File: config.mk
export PLATFORM = sky130hd
export DESIGN_NAME = arcade_input_cond
export DESIGN_NICKNAME = d
export VERILOG_FILES = /design/src/rtl/arcade_input_pkg.sv /design/src/rtl/input_debounce.sv /design/src/rtl/arcade_input_cond.sv
export SDC_FILE = /design/constraint.sdc
export NUM_CORES = 1
export LEC_CHECK = 0
export ABC_AREA = 1
export CELL_PAD_IN_SITES_DETAIL_PLACEMENT = 2
export CELL_PAD_IN_SITES_GLOBAL_PLACEMENT = 2
export CORE_MARGIN = 3
export CORE_UTILIZATION = 28
export DETAILED_ROUTE_END_ITERATION = 16
export HOLD_SLACK_MARGIN = 0.1
export PLACE_DENSITY = 0.83
export SLEW_MARGIN = 25
export SYNTH_ARGS = -nofsm -noshare
export SYNTH_HDL_FRONTEND = slang
export SYNTH_SLANG_ARGS = --single-unit
export TNS_END_PERCENT = 1
File: constraint.sdc
create_clock -name clk_sys -period 1.5 [get_ports clk_sys]
set_input_delay 0.45 -clock clk_sys [delete_from_list [all_inputs] [get_ports clk_sys]]
set_output_delay 0.45 -clock clk_sys [all_outputs]
set_load 0.005 [all_outputs]
File: src/rtl/arcade_input_pkg.sv
// Shared constants for the arcade input conditioner: button bit positions, PS/2 scan codes,
// held-key register indices and the coin FSM state type.
package arcade_input_pkg;

   localparam int BIT_RIGHT = 0;
   localparam int BIT_LEFT  = 1;
   localparam int BIT_DOWN  = 2;
   localparam int BIT_UP    = 3;
   localparam int BIT_FIRE  = 4;
   localparam int BIT_JUMP  = 5;
   localparam int BIT_START = 6;
   localparam int BIT_COIN  = 7;

   // Scan codes as {extended, code}
   localparam logic [8:0] SC_P1_UP      = 9'h175;
   localparam logic [8:0] SC_P1_DOWN    = 9'h172;
   localparam logic [8:0] SC_P1_LEFT    = 9'h16B;
   localparam logic [8:0] SC_P1_RIGHT   = 9'h174;
   localparam logic [8:0] SC_P1_JUMP    = 9'h029;
   localparam logic [8:0] SC_P1_FIRE    = 9'h014;
   localparam logic [8:0] SC_P1_START_A = 9'h005;
   localparam logic [8:0] SC_P1_START_B = 9'h016;
   localparam logic [8:0] SC_P1_COIN    = 9'h02E;
   localparam logic [8:0] SC_P2_UP      = 9'h02D;
   localparam logic [8:0] SC_P2_DOWN    = 9'h02B;
   localparam logic [8:0] SC_P2_LEFT    = 9'h023;
   localparam logic [8:0] SC_P2_RIGHT   = 9'h034;
   localparam logic [8:0] SC_P2_JUMP    = 9'h01B;
   localparam logic [8:0] SC_P2_FIRE    = 9'h01C;
   localparam logic [8:0] SC_P2_START_A = 9'h006;
   localparam logic [8:0] SC_P2_START_B = 9'h01E;
   localparam logic [8:0] SC_P2_COIN    = 9'h036;

   localparam int K_P1_UP      = 0;
   localparam int K_P1_DOWN    = 1;
   localparam int K_P1_LEFT    = 2;
   localparam int K_P1_RIGHT   = 3;
   localparam int K_P1_JUMP    = 4;
   localparam int K_P1_FIRE    = 5;
   localparam int K_P1_START_A = 6;
   localparam int K_P1_START_B = 7;
   localparam int K_P1_COIN    = 8;
   localparam int K_P2_UP      = 9;
   localparam int K_P2_DOWN    = 10;
   localparam int K_P2_LEFT    = 11;
   localparam int K_P2_RIGHT   = 12;
   localparam int K_P2_JUMP    = 13;
   localparam int K_P2_FIRE    = 14;
   localparam int K_P2_START_A = 15;
   localparam int K_P2_START_B = 16;
   localparam int K_P2_COIN    = 17;
   localparam int NUM_KEYS     = 18;

   typedef enum logic [1:0] {
      IDLE,
      PULSE,
      GUARD
   } coin_state_t;

   // One-hot key register select; all zero for unmapped codes
   function automatic logic [NUM_KEYS-1:0] key_onehot(input logic [8:0] sc);
      logic [NUM_KEYS-1:0] hit;
      hit = '0;
      case (sc)
         SC_P1_UP:      hit[K_P1_UP]      = 1'b1;
         SC_P1_DOWN:    hit[K_P1_DOWN]    = 1'b1;
         SC_P1_LEFT:    hit[K_P1_LEFT]    = 1'b1;
         SC_P1_RIGHT:   hit[K_P1_RIGHT]   = 1'b1;
         SC_P1_JUMP:    hit[K_P1_JUMP]    = 1'b1;
         SC_P1_FIRE:    hit[K_P1_FIRE]    = 1'b1;
         SC_P1_START_A: hit[K_P1_START_A] = 1'b1;
         SC_P1_START_B: hit[K_P1_START_B] = 1'b1;
         SC_P1_COIN:    hit[K_P1_COIN]    = 1'b1;
         SC_P2_UP:      hit[K_P2_UP]      = 1'b1;
         SC_P2_DOWN:    hit[K_P2_DOWN]    = 1'b1;
         SC_P2_LEFT:    hit[K_P2_LEFT]    = 1'b1;
         SC_P2_RIGHT:   hit[K_P2_RIGHT]   = 1'b1;
         SC_P2_JUMP:    hit[K_P2_JUMP]    = 1'b1;
         SC_P2_FIRE:    hit[K_P2_FIRE]    = 1'b1;
         SC_P2_START_A: hit[K_P2_START_A] = 1'b1;
         SC_P2_START_B: hit[K_P2_START_B] = 1'b1;
         SC_P2_COIN:    hit[K_P2_COIN]    = 1'b1;
         default:       hit               = '0;
      endcase
      return hit;
   endfunction

endpackage

File: src/rtl/input_debounce.sv
// Two-flop synchroniser plus per-bit stable-count debounce.
// Counters exist only when INPUT_DEBOUNCE_EN is defined; otherwise the synchronised bits pass through.
module input_debounce #(
   parameter int unsigned WIDTH  = 8,
   parameter int unsigned CYCLES = 30000
) (
   input  logic             i_clk,
   input  logic             i_reset,
   input  logic [WIDTH-1:0] i_raw,
   output logic [WIDTH-1:0] o_db
);

   if (CYCLES < 1) begin : g_bad_cycles
      $error("input_debounce: CYCLES must be at least 1");
   end

   logic [WIDTH-1:0] r_sync1;
   logic [WIDTH-1:0] r_sync2;

   always_ff @(posedge i_clk) begin
      if (i_reset) begin
         r_sync1 <= '0;
         r_sync2 <= '0;
      end else begin
         r_sync1 <= i_raw;
         r_sync2 <= r_sync1;
      end
   end

`ifdef INPUT_DEBOUNCE_EN
   localparam int unsigned CW = $clog2(CYCLES + 1);

   logic [CW-1:0]    r_cnt [WIDTH];
   logic [WIDTH-1:0] r_db;

   always_ff @(posedge i_clk) begin
      if (i_reset) begin
         r_db <= '0;
         for (int i = 0; i < WIDTH; i++) r_cnt[i] <= '0;
      end else begin
         for (int i = 0; i < WIDTH; i++) begin
            if (r_sync2[i] == r_db[i]) begin
               r_cnt[i] <= '0;
            end else if (r_cnt[i] == CW'(CYCLES - 1)) begin
               r_db[i]  <= r_sync2[i];
               r_cnt[i] <= '0;
            end else begin
               r_cnt[i] <= r_cnt[i] + CW'(1);
            end
         end
      end
   end

   assign o_db = r_db;
`else
   assign o_db = r_sync2;
`endif

endmodule

File: src/rtl/arcade_input_cond.sv
// Keyboard decode, joystick debounce and coin pulse shaping ahead of the core's JOY/JOY2 ports.
// Optional debounce counters are enabled by defining INPUT_DEBOUNCE_EN.
module arcade_input_cond
   import arcade_input_pkg::*;
#(
   parameter int unsigned DEBOUNCE_CYCLES = 30000,
   parameter int unsigned COIN_CYCLES     = 3000000,
   parameter int unsigned GUARD_CYCLES    = 3000000
) (
   input  logic        clk_sys,
   input  logic        reset,
   input  logic [10:0] ps2_key,
   input  logic [7:0]  joy_a,
   input  logic [7:0]  joy_b,
   output logic [7:0]  JOY,
   output logic [7:0]  JOY2,
   output logic        coin_busy
);

   localparam int unsigned CNT_MAX = (COIN_CYCLES > GUARD_CYCLES) ? COIN_CYCLES : GUARD_CYCLES;
   localparam int unsigned CW      = $clog2(CNT_MAX + 1);

   logic                r_toggle;
   logic [NUM_KEYS-1:0] r_keys;
   logic [NUM_KEYS-1:0] w_hit;
   logic                w_evt;
   logic [7:0]          w_db_a;
   logic [7:0]          w_db_b;
   logic [6:0]          w_p1;
   logic [6:0]          w_p2;
   logic                w_coin_lvl;
   logic                r_coin_lvl;
   logic                w_coin_req;
   coin_state_t         r_state;
   coin_state_t         w_state_nxt;
   logic [CW-1:0]       r_cnt;
   logic [CW-1:0]       w_cnt_nxt;

   assign w_evt = ps2_key[10] ^ r_toggle;
   assign w_hit = key_onehot(ps2_key[8:0]);

   // Toggle copy loads even in reset so an event coinciding with reset is not replayed later
   always_ff @(posedge clk_sys) begin
      r_toggle <= ps2_key[10];
      if (reset) begin
         r_keys <= '0;
      end else if (w_evt) begin
         r_keys <= (r_keys & ~w_hit) | (w_hit & {NUM_KEYS{ps2_key[9]}});
      end
   end

   input_debounce #(
      .WIDTH  (8),
      .CYCLES (DEBOUNCE_CYCLES)
   ) u_deb_a (
      .i_clk   (clk_sys),
      .i_reset (reset),
      .i_raw   (joy_a),
      .o_db    (w_db_a)
   );

   input_debounce #(
      .WIDTH  (8),
      .CYCLES (DEBOUNCE_CYCLES)
   ) u_deb_b (
      .i_clk   (clk_sys),
      .i_reset (reset),
      .i_raw   (joy_b),
      .o_db    (w_db_b)
   );

   always_comb begin
      w_p1 = '0;
      w_p1[BIT_RIGHT] = r_keys[K_P1_RIGHT];
      w_p1[BIT_LEFT]  = r_keys[K_P1_LEFT];
      w_p1[BIT_DOWN]  = r_keys[K_P1_DOWN];
      w_p1[BIT_UP]    = r_keys[K_P1_UP];
      w_p1[BIT_FIRE]  = r_keys[K_P1_FIRE];
      w_p1[BIT_JUMP]  = r_keys[K_P1_JUMP];
      w_p1[BIT_START] = r_keys[K_P1_START_A] | r_keys[K_P1_START_B];
      w_p1            = w_p1 | w_db_a[BIT_START:BIT_RIGHT];

      w_p2 = '0;
      w_p2[BIT_RIGHT] = r_keys[K_P2_RIGHT];
      w_p2[BIT_LEFT]  = r_keys[K_P2_LEFT];
      w_p2[BIT_DOWN]  = r_keys[K_P2_DOWN];
      w_p2[BIT_UP]    = r_keys[K_P2_UP];
      w_p2[BIT_FIRE]  = r_keys[K_P2_FIRE];
      w_p2[BIT_JUMP]  = r_keys[K_P2_JUMP];
      w_p2[BIT_START] = r_keys[K_P2_START_A] | r_keys[K_P2_START_B];
      w_p2            = w_p2 | w_db_b[BIT_START:BIT_RIGHT];
   end

   assign w_coin_lvl = r_keys[K_P1_COIN] | r_keys[K_P2_COIN] | w_db_a[BIT_COIN] | w_db_b[BIT_COIN];
   assign w_coin_req = w_coin_lvl & ~r_coin_lvl;

   always_comb begin
      w_state_nxt = r_state;
      w_cnt_nxt   = r_cnt;
      case (r_state)
         IDLE: begin
            if (w_coin_req) begin
               w_state_nxt = PULSE;
               w_cnt_nxt   = CW'(COIN_CYCLES - 1);
            end
         end
         PULSE: begin
            if (r_cnt == '0) begin
               w_state_nxt = GUARD;
               w_cnt_nxt   = CW'(GUARD_CYCLES - 1);
            end else begin
               w_cnt_nxt = r_cnt - CW'(1);
            end
         end
         GUARD: begin
            if (r_cnt == '0) begin
               w_state_nxt = IDLE;
            end else begin
               w_cnt_nxt = r_cnt - CW'(1);
            end
         end
         default: begin
            w_state_nxt = IDLE;
            w_cnt_nxt   = '0;
         end
      endcase
   end

   always_ff @(posedge clk_sys) begin
      if (reset) begin
         r_state    <= IDLE;
         r_cnt      <= '0;
         r_coin_lvl <= 1'b0;
         JOY        <= '0;
         JOY2       <= '0;
         coin_busy  <= 1'b0;
      end else begin
         r_state    <= w_state_nxt;
         r_cnt      <= w_cnt_nxt;
         r_coin_lvl <= w_coin_lvl;
         JOY        <= {r_state == PULSE, w_p1};
         JOY2       <= {1'b0, w_p2};
         coin_busy  <= r_state != IDLE;
      end
   end

endmodule

==> insert_results.sql, run 1 <==
INSERT INTO impl_metrics (metric_group, metric, value, unit) VALUES
('status', 'status', 'finished with violations', ''),
('status', 'failed_checks', 'negative setup slack', ''),
('floorplan', 'core', '13600', 'sq um'),
('finish', 'filler_cell_count', '1509', ''),
('timing', 'fmax', '540', 'MHz'),
('finish', 'antennaDiodeCount', '0', ''),
('drt', 'via_per_inst', '5.06', ''),
('finish', 'final-seq-area', '1860', 'sq um'),
('setup_path', 'crit_arrival', '2.09', 'ns'),
('setup_path', 'worst_setup_path_start_kind', 'flop', ''),
('power_and_ir_drop', 'powerDensity', '1670', 'nW/um^2'),
('setup_path', 'crit_slowest_cell', 'sky130_fd_sc_hd__dfxtp_2', ''),
('clock_network', 'num_cts_buffers', '9', ''),
('grt', 'globalRoute.totalOverflow', '0', ''),
('timing', 'final_period_minus_worst_setup_slack', '1.85', 'ns'),
('floorplan', 'rows', '42', ''),
('setup_path', 'r2r.worst_path.cells', '11', ''),
('finish', 'area_growth', '48.5', '%'),
('logic_synthesis', 'post_synthesis_cells', '550', ''),
('finish', 'nets', '699', ''),
('drt', 'drtIter0Drc', '268', ''),
('timing', 'grt_setup_unrepaired', 'yes', ''),
('power_and_ir_drop', 'report.power.total', '0.00985', 'W'),
('timing', 'finalWorstSetupSlack', '-0.351', 'ns'),
('setup_path', 'worstPathRequired', '1.74', 'ns'),
('logic_synthesis', 'synth_top_area_cell', 'sky130_fd_sc_hd__dfxtp_1', ''),
('logic_synthesis', 'ys_async_sr_fraction', '0', '%'),
('clock_network', 'tritoncts_clock_tree', 'yes', ''),
('finish', 'layout-drive-gt1-share', '31.8', '%'),
('timing', 'final_count_of_negative_setup_slack_endpoints', '24', ''),
('grt', 'grt_first_pass_wirelength', '26000', 'um'),
('finish', 'combined_area_of_the_multi_input_logic_cells', '2100', 'sq um'),
('placed_design', 'placed_area', '5060', 'sq um'),
('setup_path', 'crit_chain', 'inv_2 -> ha_4 -> nand2_2 -> nor2_4 -> nand3_4 -> nand2_4 -> nand2_8 -> buf_12 -> o21ai_0 -> nor2_1 -> nor2_1', ''),
('logic_synthesis', 'synth-warning-count', '0', ''),
('drt', 'drc', '0', ''),
('drt', 'detail_routed_net_length_per_standard_cell', '23.8', 'um'),
('clock_network', 'clock_h_tree_levels', '3', ''),
('logic_synthesis', 'fraction_of_the_yosys_area_taken_by_sequential_cells', '46.4', '%'),
('finish', 'finalInstanceArea', '5890', 'sq um'),
('clock_network', 'clock_sinks', '92', ''),
('timing', 'final.period_utilization', '123', '%'),
('drt', 'detailroute.via_count', '4288', ''),
('logic_synthesis', 'yosys_most_used_dff', 'sky130_fd_sc_hd__dfxtp_1', ''),
('setup_path', 'worstSetupPathType', 'flop to flop', ''),
('setup_path', 'worstReg2RegStart', 'r_cnt[1]$_SDFFE_PP0P_', ''),
('hold_path', 'min_path_cells', '2', ''),
('grt', 'grt.total_usage', '21.1', '%'),
('clock_network', 'clkTransAtPathRegs', '0.07', 'ns'),
('setup_path', 'critPathCaptureType', 'flop', ''),
('logic_synthesis', 'netlist_top_cells_area', 'sky130_fd_sc_hd__dfxtp_1 (46%), sky130_fd_sc_hd__nor2_1 (12%), sky130_fd_sc_hd__nand2_1 (8.6%)', ''),
('drt', 'route.final.wire_length', '20200', 'um'),
('floorplan', 'io-pin-count', '46', ''),
('drt', 'total_iterations_of_the_first_detailed_routing_run', '5', ''),
('timing', 'fin_tns_setup', '-5.37', 'ns'),
('logic_synthesis', 'synthesis.nets', '581', ''),
('job', 'reported_max_cap_violation_count', '0', ''),
('power_and_ir_drop', 'p_leak', '2.62', 'nW'),
('logic_synthesis', 'syn_avg_cell_area', '7.22', 'sq um'),
('grt', 'grt_pass1_vias', '4700', ''),
('placed_design', 'finalWeightedCongestion', '0.797', ''),
('logic_synthesis', 'yosys.cell_count.top_type', 'sky130_fd_sc_hd__nor2_1', ''),
('setup_path', 'worst_r2r_endpoint', 'r_cnt[1]$_SDFFE_PP0P_', ''),
('timing', 'worst_clock_skew_on_the_final_layout', '0.0125', 'ns'),
('placed_design', 'port-buffer-count', '44', ''),
('logic_synthesis', 'synth_enable_flop_cells', '0', ''),
('hold_path', 'hold_start', 'u_deb_b.r_sync1[2]$_SDFF_PP0_', ''),
('drt', 'detail-route-antenna-nets', '0', ''),
('setup_path', 'cpMostUsedCell', 'sky130_fd_sc_hd__nor2_1', ''),
('timing', 'timing.final.hold_violations', '0', ''),
('setup_path', 'crit_path_max_incr_delay', '0.36', 'ns');
cells in the final DEF, fill, tap and decap left out, drive strengths merged:
| master | netlist | layout |
|---|---|---|
| clkinv | 0 | 1 |
| a211oi | 2 | 2 |
| bufinv | 0 | 1 |
| dfxtp | 92 | 92 |
| nor4 | 2 | 2 |
| inv | 80 | 82 |
| nor2 | 142 | 142 |
| nand3 | 23 | 23 |
| clkdlybuf4s50 | 0 | 17 |
| clkbuf | 10 | 10 |
| o21ai | 21 | 21 |
| xor2 | 8 | 8 |
| a21oi | 35 | 35 |
| ha | 2 | 2 |
| dlymetal6s2s | 0 | 4 |
| conb | 1 | 1 |
| nand2 | 99 | 99 |
| nor3 | 11 | 11 |
| o2111ai | 1 | 1 |
| dlygate4sd2 | 0 | 22 |
| buf | 6 | 79 |
| nand4 | 6 | 6 |
| nand3b | 2 | 2 |
| o21bai | 3 | 3 |
| xnor2 | 4 | 4 |
| clkinvlp | 0 | 2 |
report_power, final:
group,switching (W),total (W),internal [W]
clock,0.00111,0.00241,0.00130
sequential,0.000293,0.00299,0.00270
combinational,0.00270,0.00444,0.00174
worst reg2reg max path: cells and delay by family (launching register included):
kind / cells / cell delay [ns]
AND/OR/NAND/NOR: 7 / 0.87
flip-flops: 1 / 0.36
buffers and inverters: 2 / 0.20
adder cells (fa/ha/maj): 1 / 0.16
AO/OA/AOI/OAI: 1 / 0.15
how the worst max path moves through the flow:
stage / start / to / cells after the start
4_1_cts: r_cnt[1]$_SDFFE_PP0P_ / r_cnt[9]$_SDFFE_PP0P_ / 9
3_3_place_gp: ps2_key[10] / flop / 8
5_1_grt: r_cnt[1]$_SDFFE_PP0P_ / r_cnt[1]$_SDFFE_PP0P_ / 11
6_report: r_cnt[1]$_SDFFE_PP0P_ / r_cnt[1]$_SDFFE_PP0P_ / 11
3_5_place_dp: ps2_key[10] / flop / 7
2_1_floorplan: r_cnt[0]$_SDFFE_PP0P_ / r_cnt[21]$_SDFFE_PP0P_ / 10
layer usage:
metal / vias to the layer above / track usage [%] / part of all wire [%]
li1: 1926 / - / -
met1: 2140 / 24.0 / 39
met2: 154 / 39.4 / 51
met3: 68 / 3.07 / 4.5
met5: - / 0 / 0
met4: 0 / 8.55 / 5.1
through the flow:
stage	instances	worst slack [ns]	util, %	hold slack (ns)
6_report	848	-0.351	43.5	0.401
3_5_place_dp	821	-0.643	37.3	0.401
4_1_cts	842	-0.140	41.1	0.413
3_3_place_gp	821	-0.466	37.3	0.390
2_1_floorplan	550	0.0820	-	0.388
5_1_grt	848	-0.407	43.5	0.425
logic make-up (layout without fill, tap and decap cells):
logic type	count (synthesis)	in the layout	share of synthesized area, %
AND/OR/NAND/NOR	285	285	31.2
adder cells (fa/ha/maj)	2	2	0.630
XOR/XNOR	12	12	2.65
other	1	1	0.0945
AO/OA/AOI/OAI	62	62	9.17
buffers and inverters	96	218	9.84
flip-flops	92	92	46.4
cell type report:
class                      instances  share of cell area, %
multi-input combinational        362                   35.6
sequential                        92                   31.6
timing repair buffer             123                   18.8
inverter                          80                   5.18
clock buffer                       9                   3.82
tap                              176                   3.74
clock inverter                     6                   1.21
what timing repair did:
action | 4_1_cts | 5_1_grt
cloned | 1 | 1
pin swaps | 16 | 22
gates resized for setup | 81 | 80
setup buffers | 5 | 5
endpoints found under the setup margin | 56 | 42
Note: power is estimated with default switching activity, not from simulation.
==> inputs of run 2 (changes only) <==
--- a/config.mk
+++ b/config.mk
@@ -8,6 +8,7 @@
 export ABC_AREA = 1
 export CELL_PAD_IN_SITES_DETAIL_PLACEMENT = 2
 export CELL_PAD_IN_SITES_GLOBAL_PLACEMENT = 2
+export CORE_ASPECT_RATIO = 0.9
 export CORE_MARGIN = 3
 export CORE_UTILIZATION = 28
 export DETAILED_ROUTE_END_ITERATION = 16
==> run 2 against run 1 <==
- the run still ends with negative setup slack left
- clock skew increased by 0.0057 ns
- clock power decreased by 2%
- cell count increased by 2.7%
- global-route usage increased by 5.9 points
- highest routed layer is now met5
- critical path depth decreased by 2
- sequential power about the same
- cell area unchanged
- routed wire length increased by 14%
- hold slack got worse by 0.13 ns
- sequential share of layout area decreased by 0.064 points
- register-to-register slack improved by 0.03 ns
==> insert_results.sql, run 2 (synthesis results as in run 1) <==
INSERT INTO impl_metrics (metric_group, metric, value, unit) VALUES
('finish', 'final-seq-area', '1860', 'sq um'),
('timing', 'final-max-slew-violation-count', '0', ''),
('setup_path', 'worst_setup_path_start_kind', 'flop', ''),
('finish', 'post_layout_nonfiller_instances', '871', ''),
('finish', 'combined_area_of_the_multi_input_logic_cells', '2100', 'sq um'),
('placed_design', 'port-buffer-count', '44', ''),
('power_and_ir_drop', 'report.power.total', '0.00989', 'W'),
('setup_path', 'crit_arrival', '2.10', 'ns'),
('setup_path', 'worstSetupPathType', 'flop to flop', ''),
('drt', 'detail_routed_net_length_per_standard_cell', '26.5', 'um'),
('clock_network', 'num_cts_buffers', '9', ''),
('placed_design', 'finalWeightedCongestion', '0.812', ''),
('setup_path', 'worstReg2RegStart', 'r_cnt[11]$_SDFFE_PP0P_', ''),
('clock_network', 'clock_sinks', '92', ''),
('finish', 'antennaDiodeCount', '0', ''),
('finish', 'filler_cell_count', '1583', ''),
('finish', 'nets', '708', ''),
('drt', 'drc', '0', ''),
('timing', 'grt_setup_unrepaired', 'yes', ''),
('power_and_ir_drop', 'maximum_vdd_drop', '1.30', 'mV'),
('finish', 'top_library_cells_by_usage_in_the_layout_fill_and_taps_aside', 'sky130_fd_sc_hd__nor2_1 (100), sky130_fd_sc_hd__buf_4 (80), sky130_fd_sc_hd__dfxtp_1 (79), sky130_fd_sc_hd__nand2_1 (79), sky130_fd_sc_hd__inv_1 (74)', ''),
('grt', 'grt.total_usage', '27.0', '%'),
('hold_path', 'hold_class', 'primary input to flop', ''),
('grt', 'number_of_antenna_violations_at_the_first_check_in_global_routing', '1', ''),
('status', 'status', 'finished with violations', ''),
('hold_path', 'hold_ep', 'r_toggle$_DFF_P_', ''),
('clock_network', 'clkTransAtPathRegs', '0.08', 'ns'),
('floorplan', 'core', '13600', 'sq um'),
('clock_network', 'root_driver', 'sky130_fd_sc_hd__clkbuf_16', ''),
('floorplan', 'die_width', '131', 'um'),
('drt', 'route.final.wire_length', '23100', 'um'),
('timing', 'final_period_minus_worst_setup_slack', '1.82', 'ns'),
('timing', 'hold_ws', '0.271', 'ns'),
('floorplan', 'initial_core_util', '29.2', '%'),
('setup_path', 'r2r.worst_path.cells', '9', ''),
('floorplan', 'die_area', '15600', 'sq um'),
('grt', 'grt_pass1_vias', '5086', ''),
('drt', 'total_iterations_of_the_first_detailed_routing_run', '5', ''),
('status', 'failed_checks', 'negative setup slack', ''),
('floorplan', 'rows', '40', ''),
('finish', 'final_core_utilization', '43.3', '%'),
('power_and_ir_drop', 'powerDensity', '1680', 'nW/um^2'),
('finish', 'area_growth', '48.5', '%'),
('grt', 'maximum_number_of_pins_on_one_net_before_global_route_repair', '47', ''),
('floorplan', 'die_h', '119', 'um'),
('timing', 'final_count_of_negative_setup_slack_endpoints', '27', ''),
('grt', 'grt_first_pass_wirelength', '31800', 'um'),
('drt', 'detail-route-antenna-nets', '0', ''),
('setup_path', 'critical_path_peak_fanout', '7', ''),
('clock_network', 'hold_buffers', '0', ''),
('timing', 'final.period_utilization', '121', '%'),
('drt', 'drtIter0Drc', '339', ''),
('setup_path', 'critPathCaptureType', 'flop', ''),
('floorplan', 'io-pin-count', '46', ''),
('clock_network', 'tritoncts_clock_tree', 'yes', ''),
('timing', 'worst_clock_skew_on_the_final_layout', '0.0182', 'ns'),
('finish', 'layout-drive-gt1-share', '33.1', '%'),
('placed_design', 'dp_cells', '839', ''),
('drt', 'via_per_inst', '5.14', ''),
('placed_design', 'place.detailed.hpwl', '11400', 'um'),
('grt', 'globalRoute.totalOverflow', '0', ''),
('setup_path', 'worstPathRequired', '1.78', 'ns'),
('power_and_ir_drop', 'p_leak', '2.64', 'nW'),
('timing', 'timing.final.hold_violations', '0', ''),
('timing', 'finalWorstSetupSlack', '-0.321', 'ns'),
('drt', 'detailroute.via_count', '4480', ''),
('setup_path', 'worst_r2r_endpoint', 'r_cnt[8]$_SDFFE_PP0P_', ''),
('placed_design', 'preCtsSetupSlack', '-0.718', 'ns'),
('hold_path', 'min_path_cells', '1', ''),
('clock_network', 'clock_path_buffers', '2', ''),
('timing', 'fmax', '549', 'MHz'),
('setup_path', 'ff2ff_setup_slack', '-0.32', 'ns'),
('finish', 'final_common_cell', 'sky130_fd_sc_hd__nor2_1', ''),
('hold_path', 'hold_start', 'ps2_key[10]', ''),
('clock_network', 'clock_h_tree_levels', '3', ''),
('clock_network', 'clock_latency_of_the_later_clocked_register_in_the_worst_skew_pair', '0.38', 'ns'),
('job', 'reported_max_cap_violation_count', '0', '');
run 2: final cells by class:
type	instances	share of cell area (%)
Clock buffer	10	3.89
Clock inverter	6	0.956
Multi-Input combinational cell	363	35.6
Tap cell	189	4.01
Timing Repair Buffer	131	18.9
Inverter	80	5.14
Sequential cell	92	31.5
run 2: worst max path at each step:
stage / startpoint / to / slack (ns)
after floorplan: r_cnt[0]$_SDFFE_PP0P_ / r_cnt[21]$_SDFFE_PP0P_ / 0.08
after global placement: ps2_key[5] / flop / -0.50
after detailed placement: ps2_key[10] / flop / -0.72
after CTS: r_cnt[1]$_SDFFE_PP0P_ / r_cnt[19]$_SDFFE_PP0P_ / -0.18
after global routing: flop / r_cnt[13]$_SDFFE_PP0P_ / -0.36
final: r_cnt[11]$_SDFFE_PP0P_ / r_cnt[8]$_SDFFE_PP0P_ / -0.32
run 2: power by group:
part	switching (W)	leakage, nW	internal [W]
Clock	0.00121	0.137	0.00116
Combinational	0.00281	1.74	0.00170
Sequential	0.000307	0.759	0.00269
run 2: what timing repair did:
action / CTS / global route
setup endpoints to repair: 57 / 42
resized for setup: 92 / 70
buffers inserted: 7 / 8
gates cloned: 1 / 0
pin swaps: 15 / 26
run 2: stage by stage:
stage | setup TNS (ns) | area (sq um)
2_1_floorplan | 0 | 3970
4_1_cts | -3.86 | 5650
6_report | -6.10 | 5890
5_1_grt | -7.97 | 5890
3_3_place_gp | -9.72 | 5120
3_5_place_dp | -14.73 | 5120
run 2: routing by layer:
metal  share of wire, %  track usage, %  up-vias
met3                5.3            5.83       87
li1                   -               -     1952
met2                 49            47.0      186
met1                 40            31.1     2253
met5              0.056               0        -
met4                5.0            14.1        2
run 2: critical path, stage by stage, from the launching register on:
cell                      delay (ns)
sky130_fd_sc_hd__dfxtp_1        0.39
sky130_fd_sc_hd__nor2_4         0.18
sky130_fd_sc_hd__nand2_2        0.10
sky130_fd_sc_hd__nor2_4         0.21
sky130_fd_sc_hd__nand4_2        0.14
sky130_fd_sc_hd__nand2_4        0.17
sky130_fd_sc_hd__inv_2          0.12
sky130_fd_sc_hd__nand2_1        0.11
sky130_fd_sc_hd__nand2_1        0.09
sky130_fd_sc_hd__a21oi_1        0.22
